[config.mk]
export PLATFORM = sky130hd
export DESIGN_NAME = multi_cycle_ctrl
export DESIGN_NICKNAME = d
export VERILOG_FILES = /design/src/rtl/cpu_pkg.sv /design/src/rtl/instr_decode.sv /design/src/rtl/multi_cycle_ctrl.sv
export SDC_FILE = /design/constraint.sdc
export NUM_CORES = 1
export LEC_CHECK = 0
export ABC_AREA = 1
export BUFFER_PORTS_ARGS = -buffer_cell sky130_fd_sc_hd__buf_2
export CAP_MARGIN = 5
export CORE_MARGIN = 4
export CORE_UTILIZATION = 42
export CTS_CLUSTER_DIAMETER = 40
export DETAILED_ROUTE_END_ITERATION = 8
export PLACE_DENSITY = 0.86
export REMOVE_ABC_BUFFERS = 1
export SYNTH_ARGS = -nofsm -noshare
export SYNTH_HDL_FRONTEND = slang
export SYNTH_HIERARCHICAL = 1
export SYNTH_SLANG_ARGS = --single-unit
[constraint.sdc]
create_clock -name clk -period 0.95 [get_ports clk]
set_input_delay 0.0475 -clock clk [delete_from_list [all_inputs] [get_ports clk]]
set_output_delay 0.0475 -clock clk [all_outputs]
set_load 0.02 [all_outputs]
[src/rtl/cpu_pkg.sv]
// cpu_pkg: shared state, instruction-class, ALU opcode and operand-2 encodings
// for the multi-cycle controller and its decoder.
package cpu_pkg;
    typedef enum logic [2:0] {
        S_IDLE, S_FETCH, S_IR_LOAD, S_EXEC, S_MEM_RD, S_MEM_WR, S_WB, S_TRAP
    } state_t;

    typedef enum logic [1:0] {C_ALU, C_LUI, C_LW, C_SW} instr_class_t;

    localparam logic [3:0] ALU_ADD  = 4'd0;
    localparam logic [3:0] ALU_ADDI = 4'd1;
    localparam logic [3:0] ALU_SUB  = 4'd2;
    localparam logic [3:0] ALU_MUL  = 4'd3;
    localparam logic [3:0] ALU_DIV  = 4'd4;
    localparam logic [3:0] ALU_SLL  = 4'd5;
    localparam logic [3:0] ALU_SRL  = 4'd6;
    localparam logic [3:0] ALU_AND  = 4'd7;
    localparam logic [3:0] ALU_OR   = 4'd8;
    localparam logic [3:0] ALU_NOT  = 4'd9;
    localparam logic [3:0] ALU_XOR  = 4'd10;
    localparam logic [3:0] ALU_LUI  = 4'd11;

    localparam logic [1:0] OP2_RS2  = 2'b00;
    localparam logic [1:0] OP2_UIMM = 2'b01;
    localparam logic [1:0] OP2_IIMM = 2'b10;
    localparam logic [1:0] OP2_SIMM = 2'b11;

    localparam logic [6:0] OPC_RTYPE = 7'b0110011;
    localparam logic [6:0] OPC_OPIMM = 7'b0010011;
    localparam logic [6:0] OPC_LUI   = 7'b0110111;
    localparam logic [6:0] OPC_LOAD  = 7'b0000011;
    localparam logic [6:0] OPC_STORE = 7'b0100011;
endpackage

[src/rtl/instr_decode.sv]
// instr_decode: combinational decode of a 32-bit instruction into class,
// ALU opcode, operand-2 source and a valid flag.
module instr_decode
    import cpu_pkg::*;
#(
    parameter int ALU_OP_W  = 8,
    parameter bit MULDIV_EN = 1'b1,
    parameter bit MEM_EN    = 1'b1
) (
    input  logic [31:0]         instr,
    output instr_class_t        cls,
    output logic [ALU_OP_W-1:0] alu_op,
    output logic [1:0]          op2_dir,
    output logic                valid
);
    logic [6:0] opcode;
    logic [6:0] funct7;
    logic [2:0] funct3;
    logic [3:0] op;
    logic       unused_fields;

    assign opcode        = instr[6:0];
    assign funct3        = instr[14:12];
    assign funct7        = instr[31:25];
    assign unused_fields = ^{instr[24:15], instr[11:7]};
    assign alu_op        = ALU_OP_W'(op);

    always_comb begin
        valid   = 1'b0;
        cls     = C_ALU;
        op      = ALU_ADD;
        op2_dir = OP2_RS2;
        case (opcode)
            OPC_RTYPE: begin
                if (funct7 == 7'b0000000) begin
                    valid = 1'b1;
                    case (funct3)
                        3'b000:  op = ALU_ADD;
                        3'b001:  op = ALU_SLL;
                        3'b101:  op = ALU_SRL;
                        3'b111:  op = ALU_AND;
                        3'b110:  op = ALU_OR;
                        3'b100:  op = ALU_XOR;
                        default: valid = 1'b0;
                    endcase
                end else if (funct7 == 7'b0100000 && funct3 == 3'b000) begin
                    valid = 1'b1;
                    op    = ALU_SUB;
                end else if (MULDIV_EN && funct7 == 7'b0000001 && funct3[1:0] == 2'b00) begin
                    valid = 1'b1;
                    op    = funct3[2] ? ALU_DIV : ALU_MUL;
                end
            end
            OPC_OPIMM: begin
                valid   = funct3 == 3'b000;
                op      = ALU_ADDI;
                op2_dir = OP2_IIMM;
            end
            OPC_LUI: begin
                valid   = 1'b1;
                cls     = C_LUI;
                op      = ALU_LUI;
                op2_dir = OP2_UIMM;
            end
            // Loads and stores compute their address as base + immediate.
            OPC_LOAD: begin
                valid   = MEM_EN && funct3 == 3'b010;
                cls     = C_LW;
                op      = ALU_ADDI;
                op2_dir = OP2_IIMM;
            end
            OPC_STORE: begin
                valid   = MEM_EN && funct3 == 3'b010;
                cls     = C_SW;
                op      = ALU_ADDI;
                op2_dir = OP2_SIMM;
            end
            default: valid = 1'b0;
        endcase
    end
endmodule

[src/rtl/multi_cycle_ctrl.sv]
// multi_cycle_ctrl: Moore control FSM sequencing fetch, decode, execute,
// memory access and write-back for a multi-cycle CPU datapath.
module multi_cycle_ctrl
    import cpu_pkg::*;
#(
    parameter int ALU_OP_W  = 8,
    parameter bit MULDIV_EN = 1'b1,
    parameter bit MEM_EN    = 1'b1
) (
    input  logic                clk,
    input  logic                rst,
    input  logic [31:0]         instr,
    input  logic                ram_ready,
    input  logic                alu_busy,
    output logic                ram_cs,
    output logic                ram_oe,
    output logic                ram_we,
    output logic                addr_sel,
    output logic                pc_en,
    output logic                pc_in_dir,
    output logic                pc_sign,
    output logic                ir_en,
    output logic                reg_en,
    output logic                reg_we,
    output logic                reg_in_dir,
    output logic                alu_en,
    output logic [ALU_OP_W-1:0] alu_op,
    output logic [1:0]          op2_dir,
    output logic                illegal
);
    state_t              state, state_nx;
    instr_class_t        dec_cls, cls_q;
    logic [ALU_OP_W-1:0] dec_op, op_q;
    logic [1:0]          dec_o2, o2_q;
    logic                dec_valid;

    instr_decode #(
        .ALU_OP_W  (ALU_OP_W),
        .MULDIV_EN (MULDIV_EN),
        .MEM_EN    (MEM_EN)
    ) u_decode (
        .instr   (instr),
        .cls     (dec_cls),
        .alu_op  (dec_op),
        .op2_dir (dec_o2),
        .valid   (dec_valid)
    );

    // Decode is captured at the end of IR_LOAD so later states never look at instr.
    always_ff @(posedge clk or posedge rst) begin
        if (rst) begin
            state <= S_IDLE;
            cls_q <= C_ALU;
            op_q  <= '0;
            o2_q  <= '0;
        end else begin
            state <= state_nx;
            if (state == S_IR_LOAD) begin
                cls_q <= dec_cls;
                op_q  <= dec_op;
                o2_q  <= dec_o2;
            end
        end
    end

    always_comb begin
        state_nx = state;
        case (state)
            S_IDLE:    state_nx = S_FETCH;
            S_FETCH:   state_nx = ram_ready ? S_IR_LOAD : S_FETCH;
            S_IR_LOAD: state_nx = dec_valid ? S_EXEC : S_TRAP;
            S_EXEC:    state_nx = alu_busy ? S_EXEC :
                                  cls_q == C_LW ? S_MEM_RD :
                                  cls_q == C_SW ? S_MEM_WR : S_WB;
            S_MEM_RD:  state_nx = ram_ready ? S_WB : S_MEM_RD;
            S_MEM_WR:  state_nx = ram_ready ? S_FETCH : S_MEM_WR;
            S_WB:      state_nx = S_FETCH;
            default:   state_nx = S_TRAP;
        endcase
    end

    assign ram_cs     = state inside {S_FETCH, S_MEM_RD, S_MEM_WR};
    assign ram_oe     = state inside {S_FETCH, S_MEM_RD};
    assign ram_we     = state == S_MEM_WR;
    assign addr_sel   = state inside {S_MEM_RD, S_MEM_WR};
    assign pc_en      = state == S_IR_LOAD;
    assign pc_in_dir  = 1'b0;
    assign pc_sign    = 1'b0;
    assign ir_en      = state == S_IR_LOAD;
    assign reg_en     = state == S_WB;
    assign reg_we     = state == S_WB;
    assign reg_in_dir = state == S_WB && cls_q == C_LW;
    assign alu_en     = state == S_EXEC;
    assign alu_op     = alu_en ? op_q : '0;
    assign op2_dir    = alu_en ? o2_q : '0;
    assign illegal    = state == S_TRAP;
endmodule

Word level (Yosys, flattened, before mapping):

Index checks and enable logic that the tools add are counted.

* flip-flop bits (word level): 11
* input bits: 36
* output and inout port bits: 23
* logic and storage cells: 64

* equality and inequality tests: 22
* muxes and demuxes: 23
* reductions and logical operators: 15

Operators with widths (number)
* 7-bit by 6-bit equality test with 1-bit output, second input constant: 4
* 3-bit equality test, second input constant: 8
* 4-bit case mux with 5 select lines: 1
* 3-bit case mux with 6 select lines: 1
* 4-bit 2-to-1 mux: 4
* 3-bit 2-to-1 mux: 4
* 2-bit case mux with 3 select lines: 2
* 4-bit case mux with 3 select lines: 1
* 2-bit 2-to-1 mux: 5
* 3-bit by 2-bit equality test with 1-bit output, second input constant: 3
* 7-bit by 1-bit equality test with 1-bit output, second input constant: 1
* 7-bit by 2-bit equality test with 1-bit output, second input constant: 1
* 7-bit by 5-bit equality test with 1-bit output, second input constant: 1
* 7-bit zero test: 1
* 3-bit by 1-bit equality test with 1-bit output, second input constant: 2
* 3-bit zero test: 2
* 2-bit OR reduction: 3
* 6-bit OR reduction: 1
* 2-bit equality test, second input constant: 2
* 1-bit 2-to-1 mux: 4
* 1-bit case mux with 4 select lines: 1
* 2-bit nonzero test: 2
* 1-bit logical AND: 3
* 3-bit nonzero test: 1
* 2 further kinds: 2

Depth between registers and ports, before layout:

* word-level depth: 8
* gate-level depth with buffers: 11
* mapped depth without buffers: 11

Hierarchy:

Netlist, hierarchy kept.

Modules (own cells, without submodules)
* multi_cycle_ctrl: times used 1, cells an instance 112, area an instance 869.6 sq um, sequential area each 375.4 sq um
* instr_decode: times used 1, cells an instance 87, area an instance 384.1 sq um, sequential area each 0.0 sq um

Worst setup path before layout:

No wires, ideal clock.

* path kind: register to register
* start: register state[1]
* end: register state[0]
* setup time: 69 ps
* arrival: 1103 ps
* required time: 881 ps
* slack: -222 ps
* stages on the path, launching flop included: 6
* buffers on the path: 1
* period minus slack after synthesis: 1172 ps
* cell sequence: dfrtp_1 -> buf_2 -> nand2_1 -> nor2_1 -> o21ai_0 -> nand3_1

* elaborated cells between the ends (all ways): 9
* classes of those cells: 6 x eq/ne; 1 x mux; 2 x reduce/logical

RTL lines
* start, declared: line multi_cycle_ctrl.sv:31 `state_t state, state_nx;`
* start signal, assigned: line multi_cycle_ctrl.sv:57 `state <= state_nx;`
* 3-bit by 2-bit equality test with 1-bit output
* named net alu_en: line multi_cycle_ctrl.sv:26 `output logic alu_en,`
* 3-bit case mux with 6 select lines: line multi_cycle_ctrl.sv:68 `case (state)`
* named net state_nx[0]: line multi_cycle_ctrl.sv:31

The timed path passes the listed nets, and every way through them passes these cells.
A chain may end at the register's enable or synchronous reset.

Final worst setup path:

* start: register state[2]
* end: output op2_dir[0]

* word-level cells in the longest chain between the ends: 2

RTL lines
* 3-bit by 2-bit equality test with 1-bit output: line multi_cycle_ctrl.sv:93 `assign alu_en = state == S_EXEC;`
* 2-bit 2-to-1 mux: line multi_cycle_ctrl.sv:95 `assign op2_dir = alu_en ? o2_q : '0;`
* end, declared: line multi_cycle_ctrl.sv:28 `output logic [1:0] op2_dir,`

No other way between the ends.

==> flow_metrics.py <==
metrics = {
    "worst_setup_path": {
        "crit_arrival_ns": 1.29,
        "cp-startpoint": "state[2]",
        "cp_num_cells": 5,
        "crit_buf_inv": 3,
        "crit_chain": "clkinv_4, nand3_4, buf_12, nor2_4, buf_6",
        "r2r_slack_ns": -0.36,
        "endpoint_kind": "output pin",
        "r2r_cells": 8,
        "cp-endpoint": "op2_dir[0]",
        "start_kind": "register",
        "path_max_fanout": 8,
        "cp_data_required_time_ns": 0.90,
        "reg2reg_from": "state[0]",
        "critical_path_class": "reg -> out",
        "r2r-end": "state[2]",
        "crit_family": "flip-flops",
        "crit_slowest_cell": "dfrtp_2",
        "slowest_delay_ns": 0.44,
    },
    "die": {
        "io_pins": 59,
        "start_util": 0.447,
        "row_count": 19,
        "core_mm2": 0.00281,
        "die_y_um": 62.6,
        "die_area_mm2": 0.00392,
        "die_w_um": 62.6,
    },
    "worst_hold_path": {
        "hp-class": "in -> reg",
        "min_from": "ram_ready",
        "min_delay_path_depth": 3,
    },
    "global_routing": {
        "track_usage": 0.190,
        "gr-total-overflow": 0,
        "antenna_found_initial": 0,
        "grt_start_max_net_pins": 16,
        "grt_pass1_vias": 1470,
        "grt_pass1_wl_um": 6200,
    },
    "cts": {
        "cts_max_level": 1,
        "numCtsBuffers": 3,
        "path_clk_slew_ns": 0.09,
        "clk_latency_ns": 0.28,
        "cts.sink_count": 15,
        "root_buffer": "clkbuf_4",
        "clockBufferDepth": 2,
        "cts_tree": "done",
    },
    "detailed_routing": {
        "wl_um": 4370,
        "drc": 0,
        "wl_per_cell_um": 14.4,
        "drt_iter0_markers": 64,
        "vias": 1507,
        "ant_nets": 0,
        "viasPerCell": 4.97,
        "first_pass_iters": 4,
    },
    "timing": {
        "hold-worst-slack_ns": 0.0457,
        "worst_pin_slew_ns": 0.616,
        "fin_skew_ns": 0.00929,
        "worst_slack_ns": -0.389,
        "period_share": 1.41,
        "fin_crit_ns": 1.34,
        "fmax_ghz": 0.747,
        "finalHoldViolations": 0,
        "maxSlewViolCount": 0,
        "rsz0062_at_grt": "yes",
        "finalSetupViolCount": 36,
        "max_slew_margin": 0.589,
    },
    "synth": {
        "yosysWarningCount": 6,
        "netlist_top_cells_count": "nand2_1, nor2_1, inv_1",
        "ys_seq_area_frac": 0.299,
        "ys.flop_type": "dfrtp_1",
        "synth_top_area_frac": 0.299,
        "syn_area_per_cell_um2": 6.30,
        "ys_ff_latch": 15,
        "synthMostInstantiatedCell": "nand2_1",
        "synth.area.top_cells": "dfrtp_1, nand2_1, nor2_1, inv_1, o21ai_2",
        "synth_edf_count": 0,
        "synth_largest_area_cell": "dfrtp_1",
        "mappedNetlistArea_mm2": 0.00125,
        "synth_cells": 199,
        "synth_cell_type_count": 23,
        "synthArstFlopShare": 1.00,
    },
    "status": {
        "outcome": "finished with violations",
        "violations": "setup timing",
    },
    "place": {
        "gp_congestion": 0.892,
        "post-place-ws_ns": -0.135,
        "place_hpwl_um": 2320,
        "dpl_cell_area_mm2": 0.00160,
        "numPortBuffers": 41,
    },
    "power": {
        "cellLeakagePower_nw": 1.24,
        "p_per_area_mw_per_mm2": 2590,
        "irDropWorstVdd_mv": 2.04,
    },
    "flow_run": {
        "cap_viol_max_count": 0,
    },
    "final_layout": {
        "nets": 309,
        "drive_gt1_frac": 0.518,
        "antenna_cells": 0,
        "syn2layout_area_growth_pct": 75.8,
        "fin_area_mm2": 0.00220,
    },
}
flip-flops by register name (all words and copies together), names as in the netlist:
name	count
cls_q	2
o2_q	2
op_q	8
state	3
area by class of cell:
class	count	area (µm²)
Tap cell	31	38.8
Clock buffer	4	26.3
Fill cell	199	601
Sequential cell	15	378
Timing Repair Buffer	78	721
Multi-Input combinational cell	137	878
Inverter	38	163
per-layer routing:
| metal | part of all wire | vias to the layer above | routed length [µm] | global-route usage |
|---|---|---|---|---|
| met1 | 0.37 | 709 | 1600 | 0.218 |
| met2 | 0.56 | 50 | 2460 | 0.361 |
| li1 | - | 742 | - | - |
| met4 | 0.019 | 0 | 84 | 0.0523 |
| met3 | 0.050 | 6 | 220 | 0.0306 |
| met5 | 0 | - | 0 | 0 |
repair_timing:
item	4_1_cts	5_1_grt
hold endpoints to repair	15	0
pin swaps	11	10
setup endpoints to repair	36	36
setup buffers	11	5
hold buffers	1	0
gates cloned	0	1
gates resized for setup	88	47
cell families (layout without fill, tap and decap cells):
kind of cell           Yosys count  after routing  share of synthesized area
flip-flops                      15             15                      0.299
buffers and inverters           51            120                      0.200
AND/OR/NAND/NOR                109            109                      0.374
AO/OA/AOI/OAI                   22             22                      0.121
other                            2              6                    0.00599
report_power, final:
part	total (mW)	internal [mW]	switching (mW)	leakage (nW)
clock network	0.370	0.163	0.208	0.0150
registers	1.12	0.913	0.205	0.192
logic	4.23	1.98	2.25	1.03
total	5.72	3.05	2.67	1.24
cells in the final DEF, fill, tap and decap left out, types with 3 or more instances in the layout:
master,synthesis,layout
buf_2,2,20
conb_1,2,6
buf_12,0,3
clkbuf_4,0,3
nor2_1,37,23
dfrtp_1,15,13
nand2_1,48,36
a21oi_1,5,4
inv_1,32,28
buf_4,9,22
o21ai_2,11,12
buf_6,2,28
nand3_1,15,10
buf_8,0,3
nand3_4,1,6
nand2_4,0,9
inv_2,4,5
nor2_4,1,11
nor2_2,1,5
nand2_2,0,3
o21ai_1,2,3
through the flow:
| stage | TNS [ns] | std cells | utilization | power [mW] |
|---|---|---|---|---|
| floorplan | -5.22 | 190 | - | 2.40 |
| global placement | -2.44 | 283 | 0.569 | 3.26 |
| global route | -12.71 | 303 | 0.786 | 6.02 |
| finish | -11.32 | 303 | 0.786 | 5.72 |
| CTS | -9.79 | 299 | 0.713 | 4.89 |
| detailed placement | -3.18 | 283 | 0.569 | 3.32 |
worst min-delay path, stage by stage:
cell     delay [ns]
buf_2          0.11
nand2_1        0.07
nand2_1        0.06
worst min path at each step:
| stage | endpoint | slack [ns] |
|---|---|---|
| after floorplan | cls_q[0] | -0.05 |
| after global placement | op_q[4] | 0.13 |
| after detailed placement | op_q[0] | 0.14 |
| after CTS | state[1] | 0.01 |
| after global routing | state[1] | 0.05 |
| final | state[1] | 0.05 |
Note: power is estimated with default switching activity, not from simulation.
